===== src/rtl/fp_pkg.sv =====
// Shared types and constants for the binary32 result packer.
package fp_pkg;

  // RISC-V rounding modes; encodings 101-111 are handled as RNE by the rounder.
  typedef enum logic [2:0] {
    RM_RNE = 3'b000,
    RM_RTZ = 3'b001,
    RM_RDN = 3'b010,
    RM_RUP = 3'b011,
    RM_RMM = 3'b100
  } rm_e;

  // Bit positions inside fflags {NV,DZ,OF,UF,NX}.
  localparam int FFLAG_NX = 0;
  localparam int FFLAG_UF = 1;
  localparam int FFLAG_OF = 2;
  localparam int FFLAG_DZ = 3;
  localparam int FFLAG_NV = 4;

  localparam logic [31:0] FP_QNAN = 32'h7FC0_0000;
  localparam logic [31:0] FP_INF  = 32'h7F80_0000;
  localparam logic [31:0] FP_MAXF = 32'h7F7F_FFFF;

  typedef enum logic [1:0] {
    ST_IDLE  = 2'd0,
    ST_NORM  = 2'd1,
    ST_ROUND = 2'd2,
    ST_DONE  = 2'd3
  } state_e;

endpackage


===== src/rtl/fp_round.sv =====
// Rounding decision for a 24-bit mantissa with guard and sticky bits.
module fp_round
  import fp_pkg::*;
(
  input  logic [23:0] mant,
  input  logic        g,
  input  logic        s,
  input  logic        sign,
  input  logic [2:0]  rm,
  output logic        inc,
  output logic        nx,
  output logic        cout
);

  // Increment decision per rounding mode; cout flags a mantissa wrap to 2^24.
  always_comb begin
    nx = g | s;
    case (rm)
      RM_RTZ:  inc = 1'b0;
      RM_RDN:  inc = sign & nx;
      RM_RUP:  inc = ~sign & nx;
      RM_RMM:  inc = g;
      default: inc = g & (s | mant[0]);
    endcase
    cout = inc & (&mant);
  end

endmodule


===== src/rtl/fp_pack.sv =====
// Multi-cycle binary32 packer: iterative normalize, RISC-V rounding, fflags.
//
// state    | meaning
// ---------+--------------------------------------------------------------
// ST_IDLE  | o_ready high; accept operand, specials go straight to DONE
// ST_NORM  | one shift per cycle until hidden bit set or exponent hits 1
// ST_ROUND | round, detect overflow, load registered result and flags
// ST_DONE  | o_valid high, outputs held until i_ready
module fp_pack
  import fp_pkg::*;
(
  input  logic        i_clk,
  input  logic        i_rst_n,
  input  logic        i_valid,
  output logic        o_ready,
  input  logic        i_sign,
  input  logic [9:0]  i_exp,
  input  logic [26:0] i_sig,
  input  logic        i_is_nan,
  input  logic        i_is_inf,
  input  logic        i_is_zero,
  input  logic [2:0]  i_rm,
  output logic        o_valid,
  input  logic        i_ready,
  output logic [31:0] o_result,
  output logic [4:0]  o_fflags
);

  state_e             state_q, state_d;
  logic               sign_q, sign_d;
  // One extra bit so the post-round exponent increment cannot wrap.
  logic signed [10:0] exp_q, exp_d;
  logic [26:0]        sig_q, sig_d;
  logic [2:0]         rm_q, rm_d;
  logic               valid_q, valid_d;
  logic [31:0]        result_q, result_d;
  logic [4:0]         fflags_q, fflags_d;

  logic               rnd_inc, rnd_nx, rnd_cout;
  logic [23:0]        mant_rnd;
  logic signed [10:0] exp_rnd;
  logic [7:0]         field;
  logic               ovf, hold_max;
  logic [31:0]        rnd_result;
  logic [4:0]         rnd_flags;

  fp_round u_round (
    .mant (sig_q[26:3]),
    .g    (sig_q[2]),
    .s    (|sig_q[1:0]),
    .sign (sign_q),
    .rm   (rm_q),
    .inc  (rnd_inc),
    .nx   (rnd_nx),
    .cout (rnd_cout)
  );

  // Rounded value, exponent field and overflow saturation target.
  always_comb begin
    mant_rnd = rnd_cout ? 24'h80_0000 : sig_q[26:3] + {23'b0, rnd_inc};
    exp_rnd  = exp_q + (rnd_cout ? 11'sd1 : 11'sd0);
    // A subnormal that rounds up into the hidden bit naturally encodes exp 1.
    field    = mant_rnd[23] ? exp_rnd[7:0] : 8'd0;
    ovf      = mant_rnd[23] && (exp_rnd >= 11'sd255);
    hold_max = (rm_q == RM_RTZ) || ((rm_q == RM_RDN) && !sign_q) ||
               ((rm_q == RM_RUP) && sign_q);
    if (ovf) begin
      rnd_result = {sign_q, hold_max ? FP_MAXF[30:0] : FP_INF[30:0]};
    end else begin
      rnd_result = {sign_q, field, mant_rnd[22:0]};
    end
    rnd_flags                = '0;
    rnd_flags[FFLAG_OF]      = ovf;
    rnd_flags[FFLAG_UF]      = ~sig_q[26] & rnd_nx;
    rnd_flags[FFLAG_NX]      = rnd_nx | ovf;
  end

  // Next-state and datapath update for the packer FSM.
  always_comb begin
    state_d  = state_q;
    sign_d   = sign_q;
    exp_d    = exp_q;
    sig_d    = sig_q;
    rm_d     = rm_q;
    valid_d  = valid_q;
    result_d = result_q;
    fflags_d = fflags_q;
    case (state_q)
      ST_IDLE: begin
        if (i_valid) begin
          sign_d = i_sign;
          exp_d  = {i_exp[9], i_exp};
          sig_d  = i_sig;
          rm_d   = i_rm;
          if (i_is_nan) begin
            result_d = FP_QNAN;
            fflags_d = '0;
            valid_d  = 1'b1;
            state_d  = ST_DONE;
          end else if (i_is_inf) begin
            result_d = {i_sign, FP_INF[30:0]};
            fflags_d = '0;
            valid_d  = 1'b1;
            state_d  = ST_DONE;
          end else if (i_is_zero || (i_sig == 27'd0)) begin
            result_d = {i_sign, 31'b0};
            fflags_d = '0;
            valid_d  = 1'b1;
            state_d  = ST_DONE;
          end else begin
            state_d = ST_NORM;
          end
        end
      end
      ST_NORM: begin
        if (exp_q < -11'sd26) begin
          // Everything lands below the sticky position; keep only nonzero-ness.
          sig_d = {26'b0, |sig_q};
          exp_d = 11'sd1;
        end else if (exp_q < 11'sd1) begin
          sig_d = {1'b0, sig_q[26:2], sig_q[1] | sig_q[0]};
          exp_d = exp_q + 11'sd1;
        end else if (!sig_q[26] && (exp_q > 11'sd1)) begin
          sig_d = {sig_q[25:0], 1'b0};
          exp_d = exp_q - 11'sd1;
        end else begin
          state_d = ST_ROUND;
        end
      end
      ST_ROUND: begin
        result_d = rnd_result;
        fflags_d = rnd_flags;
        valid_d  = 1'b1;
        state_d  = ST_DONE;
      end
      ST_DONE: begin
        if (i_ready) begin
          valid_d = 1'b0;
          state_d = ST_IDLE;
        end
      end
      default: state_d = ST_IDLE;
    endcase
  end

  // State and output registers with asynchronous clear.
  always_ff @(posedge i_clk or negedge i_rst_n) begin
    if (!i_rst_n) begin
      state_q  <= ST_IDLE;
      sign_q   <= 1'b0;
      exp_q    <= '0;
      sig_q    <= '0;
      rm_q     <= '0;
      valid_q  <= 1'b0;
      result_q <= '0;
      fflags_q <= '0;
    end else begin
      state_q  <= state_d;
      sign_q   <= sign_d;
      exp_q    <= exp_d;
      sig_q    <= sig_d;
      rm_q     <= rm_d;
      valid_q  <= valid_d;
      result_q <= result_d;
      fflags_q <= fflags_d;
    end
  end

  assign o_ready  = (state_q == ST_IDLE);
  assign o_valid  = valid_q;
  assign o_result = result_q;
  assign o_fflags = fflags_q;

endmodule

===== config.mk =====
export PLATFORM = sky130hd
export DESIGN_NAME = fp_pack
export DESIGN_NICKNAME = d
export VERILOG_FILES = /design/src/rtl/fp_pkg.sv /design/src/rtl/fp_round.sv /design/src/rtl/fp_pack.sv
export SDC_FILE = /design/constraint.sdc
export NUM_CORES = 1
export LEC_CHECK = 0
export BUFFER_PORTS_ARGS = -buffer_cell sky130_fd_sc_hd__clkbuf_2
export CAP_MARGIN = 25
export CORE_MARGIN = 1.5
export CORE_UTILIZATION = 50
export CTS_BUF_LIST = sky130_fd_sc_hd__clkbuf_8
export DETAILED_ROUTE_END_ITERATION = 12
export PLACE_DENSITY = 0.79
export SETUP_SLACK_MARGIN = 0.4
export SYNTH_ARGS = -nofsm -noshare
export SYNTH_HDL_FRONTEND = slang
export SYNTH_SLANG_ARGS = --single-unit

===== constraint.sdc =====
create_clock -name i_clk -period 10.2 [get_ports i_clk]
set_input_delay 1.02 -clock i_clk [delete_from_list [all_inputs] [get_ports i_clk]]
set_output_delay 1.02 -clock i_clk [all_outputs]
set_load 0.01 [all_outputs]

# --- Word-level counts from Yosys, hierarchy flattened ---
# Index checks and enable logic that the tools add are counted.
word_totals:
  regBits: 82
  input_bits: 48
  out_inout_bits: 39
  wordCells: 104
op_classes:
  add_sub_neg: 4
  order_cmp: 4
  n_eq_ne: 14
  mux: 41
  n_bitwise: 11
  reduce_logical: 22
op_table:
  columns: ["op", "n"]
  rows:
  - ["32-bit 2-to-1 mux", 4]
  - ["27-bit 2-to-1 mux", 4]
  - ["32-bit one-hot mux with 2 select lines", 1]
  - ["27-bit one-hot mux with 2 select lines", 1]
  - ["24-bit 2-to-1 mux", 2]
  - ["11-bit 2-to-1 mux", 4]
  - ["31-bit 2-to-1 mux", 1]
  - ["27-bit zero test", 1]
  - ["27-bit OR reduction", 1]
  - ["24-bit by 1-bit adder with 24-bit output", 1]
  - ["24-bit AND reduction", 1]
  - ["11-bit one-hot mux with 2 select lines", 1]
  - ["5-bit 2-to-1 mux", 4]
  - ["2-bit 2-to-1 mux", 8]
  - ["11-bit by 2-bit adder with 11-bit output", 1]
  - ["11-bit by 2-bit adder with 11-bit output, second input constant", 1]
  - ["11-bit by 9-bit >= comparator with 1-bit output, second input constant", 1]
  - ["11-bit by 2-bit > comparator with 1-bit output, second input constant", 1]
  - ["11-bit by 2-bit less-than comparator with 1-bit output, second input constant", 1]
  - ["11-bit by 6-bit less-than comparator with 1-bit output, second input constant", 1]
  - ["11-bit by 2-bit subtractor with 11-bit output, second input constant", 1]
  - ["2-bit != test, second input constant", 5]
  - ["5-bit one-hot mux with 2 select lines", 1]
  - ["8-bit 2-to-1 mux", 1]
  - ["other kinds (25)", 48]

# --- Logic depth before layout (Yosys ltp) ---
depth:
  ltp_word: 11
  depth_mapped: 16
  depth_no_buf: 14

# --- By module ---
# From an unflattened synthesis, not the netlist that was laid out.
unflattened:
  hier_cells: 621
  area_unflattened_um2: 5454.0
modules_own_cells:
  columns: ["module", "instances", "cells_each", "area_per_inst_um2", "seq_area_each_um2"]
  rows:
  - ["fp_pack", 1, 605, 5347.6, 2001.9]
  - ["fp_round", 1, 16, 106.4, 0.0]

# --- Worst setup path after synthesis ---
# Ideal clock, no wire load.
synth_timing:
  kind: "register -> register"
  startpoint: "reg sig_q[1]"
  endpoint: "reg result_q[13], in the netlist o_result[13]"
  setup_time_ns: 0.080
  t_arrival_ns: 3.163
  t_required_ns: 10.120
  setup_slack_ns: 6.957
  stages_incl_launch_ff: 15
  path_buffers: 2
  period_less_slack_ns: 3.243
  cell_sequence: "dfrtp_1 or2_2 o311ai_0 nand2_1 and4_1 ha_1 ha_1 xnor2_1 or3_1 nor3_1 o21ai_1 or3_1 buf_2 buf_6 o211ai_2"
synth_between:
  elab_chain_len: 11
  word_cells_on_any_way: 16
  cone_classes: "add/sub: 2; order compare: 1; mux: 5; bitwise: 6; reduce/logical: 2"
synth_rtl:
  columns: ["element", "line_no", "text"]
  rows:
  - ["start: declaration", "fp_pack.sv:33", "logic [26:0] sig_q, sig_d;"]
  - ["start signal: assignment", "fp_pack.sv:161", "sig_q <= sig_d;"]
  - ["2-bit OR reduction *", "fp_pack.sv:50", ".s (|sig_q[1:0]),"]
  - ["1-bit bitwise OR (on tied branches)", "fp_round.sv:23, fp_round.sv:17", null]
  - ["1-bit bitwise AND (on tied branches)", "fp_round.sv:23, fp_round.sv:20, fp_round.sv:21", null]
  - ["1-bit one-hot mux with 4 select lines *", "fp_round.sv:18", "case (rm)"]
  - ["1-bit bitwise AND", "fp_round.sv:25", "cout = inc & (&mant);"]
  - ["1-bit 2-to-1 mux", "fp_pack.sv:61", "exp_rnd = exp_q + (rnd_cout ? 11'sd1 : 11'sd0);"]
  - ["11-bit by 2-bit adder with 11-bit output", "fp_pack.sv:61", null]
  - ["11-bit by 9-bit >= comparator with 1-bit output", "fp_pack.sv:64", "ovf = mant_rnd[23] && (exp_rnd >= 11'sd255);"]
  - ["1-bit logical AND", "fp_pack.sv:64", null]
  - ["31-bit 2-to-1 mux *", "fp_pack.sv:67", "if (ovf) begin"]
  - ["32-bit one-hot mux with 2 select lines *", "fp_pack.sv:88", "case (state_q)"]
  - ["end signal: assignment", "fp_pack.sv:164", "result_q <= result_d;"]
  - ["end: declaration", "fp_pack.sv:36", "logic [31:0] result_q, result_d;"]
# Every way passes the cells marked *; elsewhere a longest branch is shown, timed or not.
# A chain may end at the register's enable or synchronous reset.

# --- Worst setup path in the final report ---
layout_timing:
  startpoint: "reg sig_q[1]"
  endpoint: "reg result_q[1], in the netlist o_result[1]"
# The elaborated chain is that of the path after synthesis.

==> results.md <==
* Worst-path clk slew at 80 ps
* Final ANT Viol Nets at 0
* Final min period at 3820 ps
* Final hold violation count at 0
* Netlist cell types at 67
* Starting Density at 51.57%
* Final setup fails at 0
* Kind of critical path: reg -> reg
* Grt total ovfl at 0
* First-pass GRT wire length at 22.83 mm
* Setup crit end kind: register
* Rows at 37
* I/O pin count at 87
* R2R cell count at 14
* First DRT Iteration DRCs at 400
* Clk_skew at 14.67 ps
* Synth async-reset ratio at 100.0%
* Max-slew violations at 0
* DP Worst Slack at 6050 ps
* Synth top cells by count: 80 x dfrtp_1, 56 x nand2_1, 30 x clkbuf_1, 29 x mux2_2, 29 x mux2i_1
* Status: complete, no violations
* Slew headroom at 39.77%
* WL per Instance at 18.48 um
* Final net count at 674
* Worst-skew pair later-pin latency at 370 ps
* FF+latch count, synth at 80
* Number of port buffers at 84
* Fraction of layout cells with a size suffix above 1 at 27.23%
* CTS buffer count at 9
* Power per Cell Area at 336.6 nW/um^2
* WP data required at 10470 ps
* Area leader, netlist: dfrtp_1
* H-tree depth at 3
* Die Width at 106.4 um
* Routed vias at 4693
* Largest net degree at the start of global routing at 81
* Top FF cell, synth: dfrtp_1
* Final period utilization at 37.45%
* HP Class: reg -> reg
* Placer Congestion at 0.9460
* Post-CTS setup buffer count at 0
* TritonRoute pass-1 iters at 5
* Filler cells at 877
* Fmax at 261.8 MHz
* Worst-margin pin slew at 896.5 ps
* CTS max path bufs at 2
* Syn Area/Cell at 9.515 um^2
* VDD IR-drop max at 165.9 uV
* Worst Setup Slack, final at 6380 ps
* Initial antenna violation count at 0
* RSZ-0062 raised after global routing: false
* GRT Overall Usage at 25.30%
* N_diodes at 0
* Die Span Y at 106.4 um
* Post-CTS sizing at 0
* Core Area at 10370 um^2
* Drt drc at 0
* Clock sink count at 80
* Maxcap violations at 0
* Data arrival, critical path at 4090 ps
* Setup TNS at 0 ps
* Largest cells by area after synthesis: dfrtp_1 37%, mux2_2 6.1%, mux2i_1 5.4%, o211ai_2 4.4%, o2bb2ai_1 4.1%
* Root Driver: clkbuf_8
* Final Routed Wirelength at 13.92 mm
* Most numerous cell in the Yosys netlist: dfrtp_1
* HPWL after DPL at 9.922 mm
* Die ar. at 11320 um^2
* Yosys top cell area share at 37.44%
* CTS tree: done
* Synthesized area at 5348 um^2
* Vias in the first global route at 4562
* Post-CTS Hold Buffers at 0
* WHS Path Cells at 2
* CP Launch Type: register
* Multi-input gate area at 3073 um^2
* EDFF count, synth at 0
* Ys Warns at 0
* Post-Syn Instances at 562
* Leak at 2.757 nW
* Seq/Total Area, Yosys at 37.44%
* Vias/cell at 6.232
* Reg area at 2002 um^2
* Synthesis-to-layout area growth at 13.62%
* Critical path peak fanout at 19
[final timing paths]
path | from | end | slack, ps
max in group asynchronous | i_rst_n | o_result[7] | 9000
min in group asynchronous | i_rst_n | exp_q[5] | 610
hold / removal | o_fflags[1] | o_fflags[1] | 490
setup / recovery | sig_q[1] | o_result[1] | 6380
setup reg to reg | sig_q[1] | o_result[1] | 6380
hold reg to reg | o_fflags[1] | o_fflags[1] | 490
[critical path, stage by stage (launching register included)]
cell and delay (ps):
dfrtp_1 410, or2_2 320, o311ai_0 380, nand2_1 140, and4_1 220, ha_1 250
ha_1 230, xnor2_1 150, or3_1 360, nor3_1 180, o21ai_1 80, buf_4 180
or3_1 500, buf_16 230, o211ai_1 100
[cells by family after synthesis]
group,synth area share (%)
AOI/OAI and AO/OA,19.98
xor gates and xnor gates,4.750
adders and majority gates,3.276
buffers and inverters,5.639
DFF,37.44
muxes,11.53
other,0.07012
and+or+nand+nor,17.31
[cells in the final DEF, fill, tap and decap left out, types with 3 or more instances in the layout]
| cell type | synthesis | layout |
|---|---|---|
| and2_1 | 3 | 3 |
| and3_1 | 7 | 7 |
| buf_4 | 2 | 6 |
| o21ai_0 | 22 | 22 |
| nor4_1 | 15 | 15 |
| nor3_1 | 14 | 14 |
| clkinv_2 | 0 | 3 |
| nand2_1 | 56 | 56 |
| o211ai_2 | 19 | 19 |
| a21oi_1 | 26 | 26 |
| and4_1 | 5 | 5 |
| clkbuf_2 | 2 | 83 |
| o22ai_1 | 5 | 5 |
| clkbuf_8 | 0 | 9 |
| or3_1 | 3 | 3 |
| xnor2_1 | 12 | 12 |
| nand3_1 | 16 | 16 |
| nor2_1 | 21 | 21 |
| buf_16 | 0 | 4 |
| mux2i_1 | 29 | 29 |
| nor2b_1 | 5 | 5 |
| nand4_1 | 11 | 11 |
| inv_1 | 12 | 13 |
| ha_1 | 14 | 14 |
| dfrtp_1 | 80 | 80 |
| xor2_1 | 17 | 17 |
| o211ai_1 | 3 | 3 |
| mux2_2 | 29 | 29 |
| a211o_1 | 7 | 7 |
| o2bb2ai_1 | 25 | 25 |
[layout make-up]
type                            count  share of cell area (%)
Tap cell                          136                   2.801
Sequential cell                    80                   32.95
Clock buffer                        9                   2.039
Clock inverter                      7                   1.442
Timing Repair Buffer               93                   9.390
Multi-Input combinational cell    415                   50.58
Inverter                           13                  0.8031
[power breakdown]
part,internal [mW],switching (mW),leakage [nW],total (mW)
Combinational,0.495,0.578,1.65,1.07
Clock,0.136,0.120,0.114,0.256
Sequential,0.472,0.244,0.991,0.716
[stage by stage]
step | total power, mW | utilization [%] | instances | instance area [um^2] | hold WS (ps)
after global placement | 1.704 | 55.49 | 733 | 5754 | 472.1
after CTS | 2.034 | 58.06 | 751 | 6021 | 501.1
after detailed placement | 1.774 | 56.02 | 735 | 5809 | 481.8
after floorplan | 1.468 | - | 563 | 5351 | 475.9
final | 2.045 | 58.59 | 753 | 6076 | 495.0
after global routing | 2.192 | 58.59 | 753 | 6076 | 516.1
[metal layers]
metal  track usage, %  vias up  routed length [um]
met5                0        -                   0
met4            8.190        0                 313
met3            4.414       28                 820
met2            40.14      193                6481
met1            35.12     2301                6299
li1                 -     2171                   -
[registers in the layout, indices dropped and copies added, names as in the netlist]
signal	cells
state_q	2
sig_q	27
rm_q	3
o_result	32
sign_q	1
o_fflags	3
exp_q	11
o_valid	1
(Power assumes the default switching activity.)
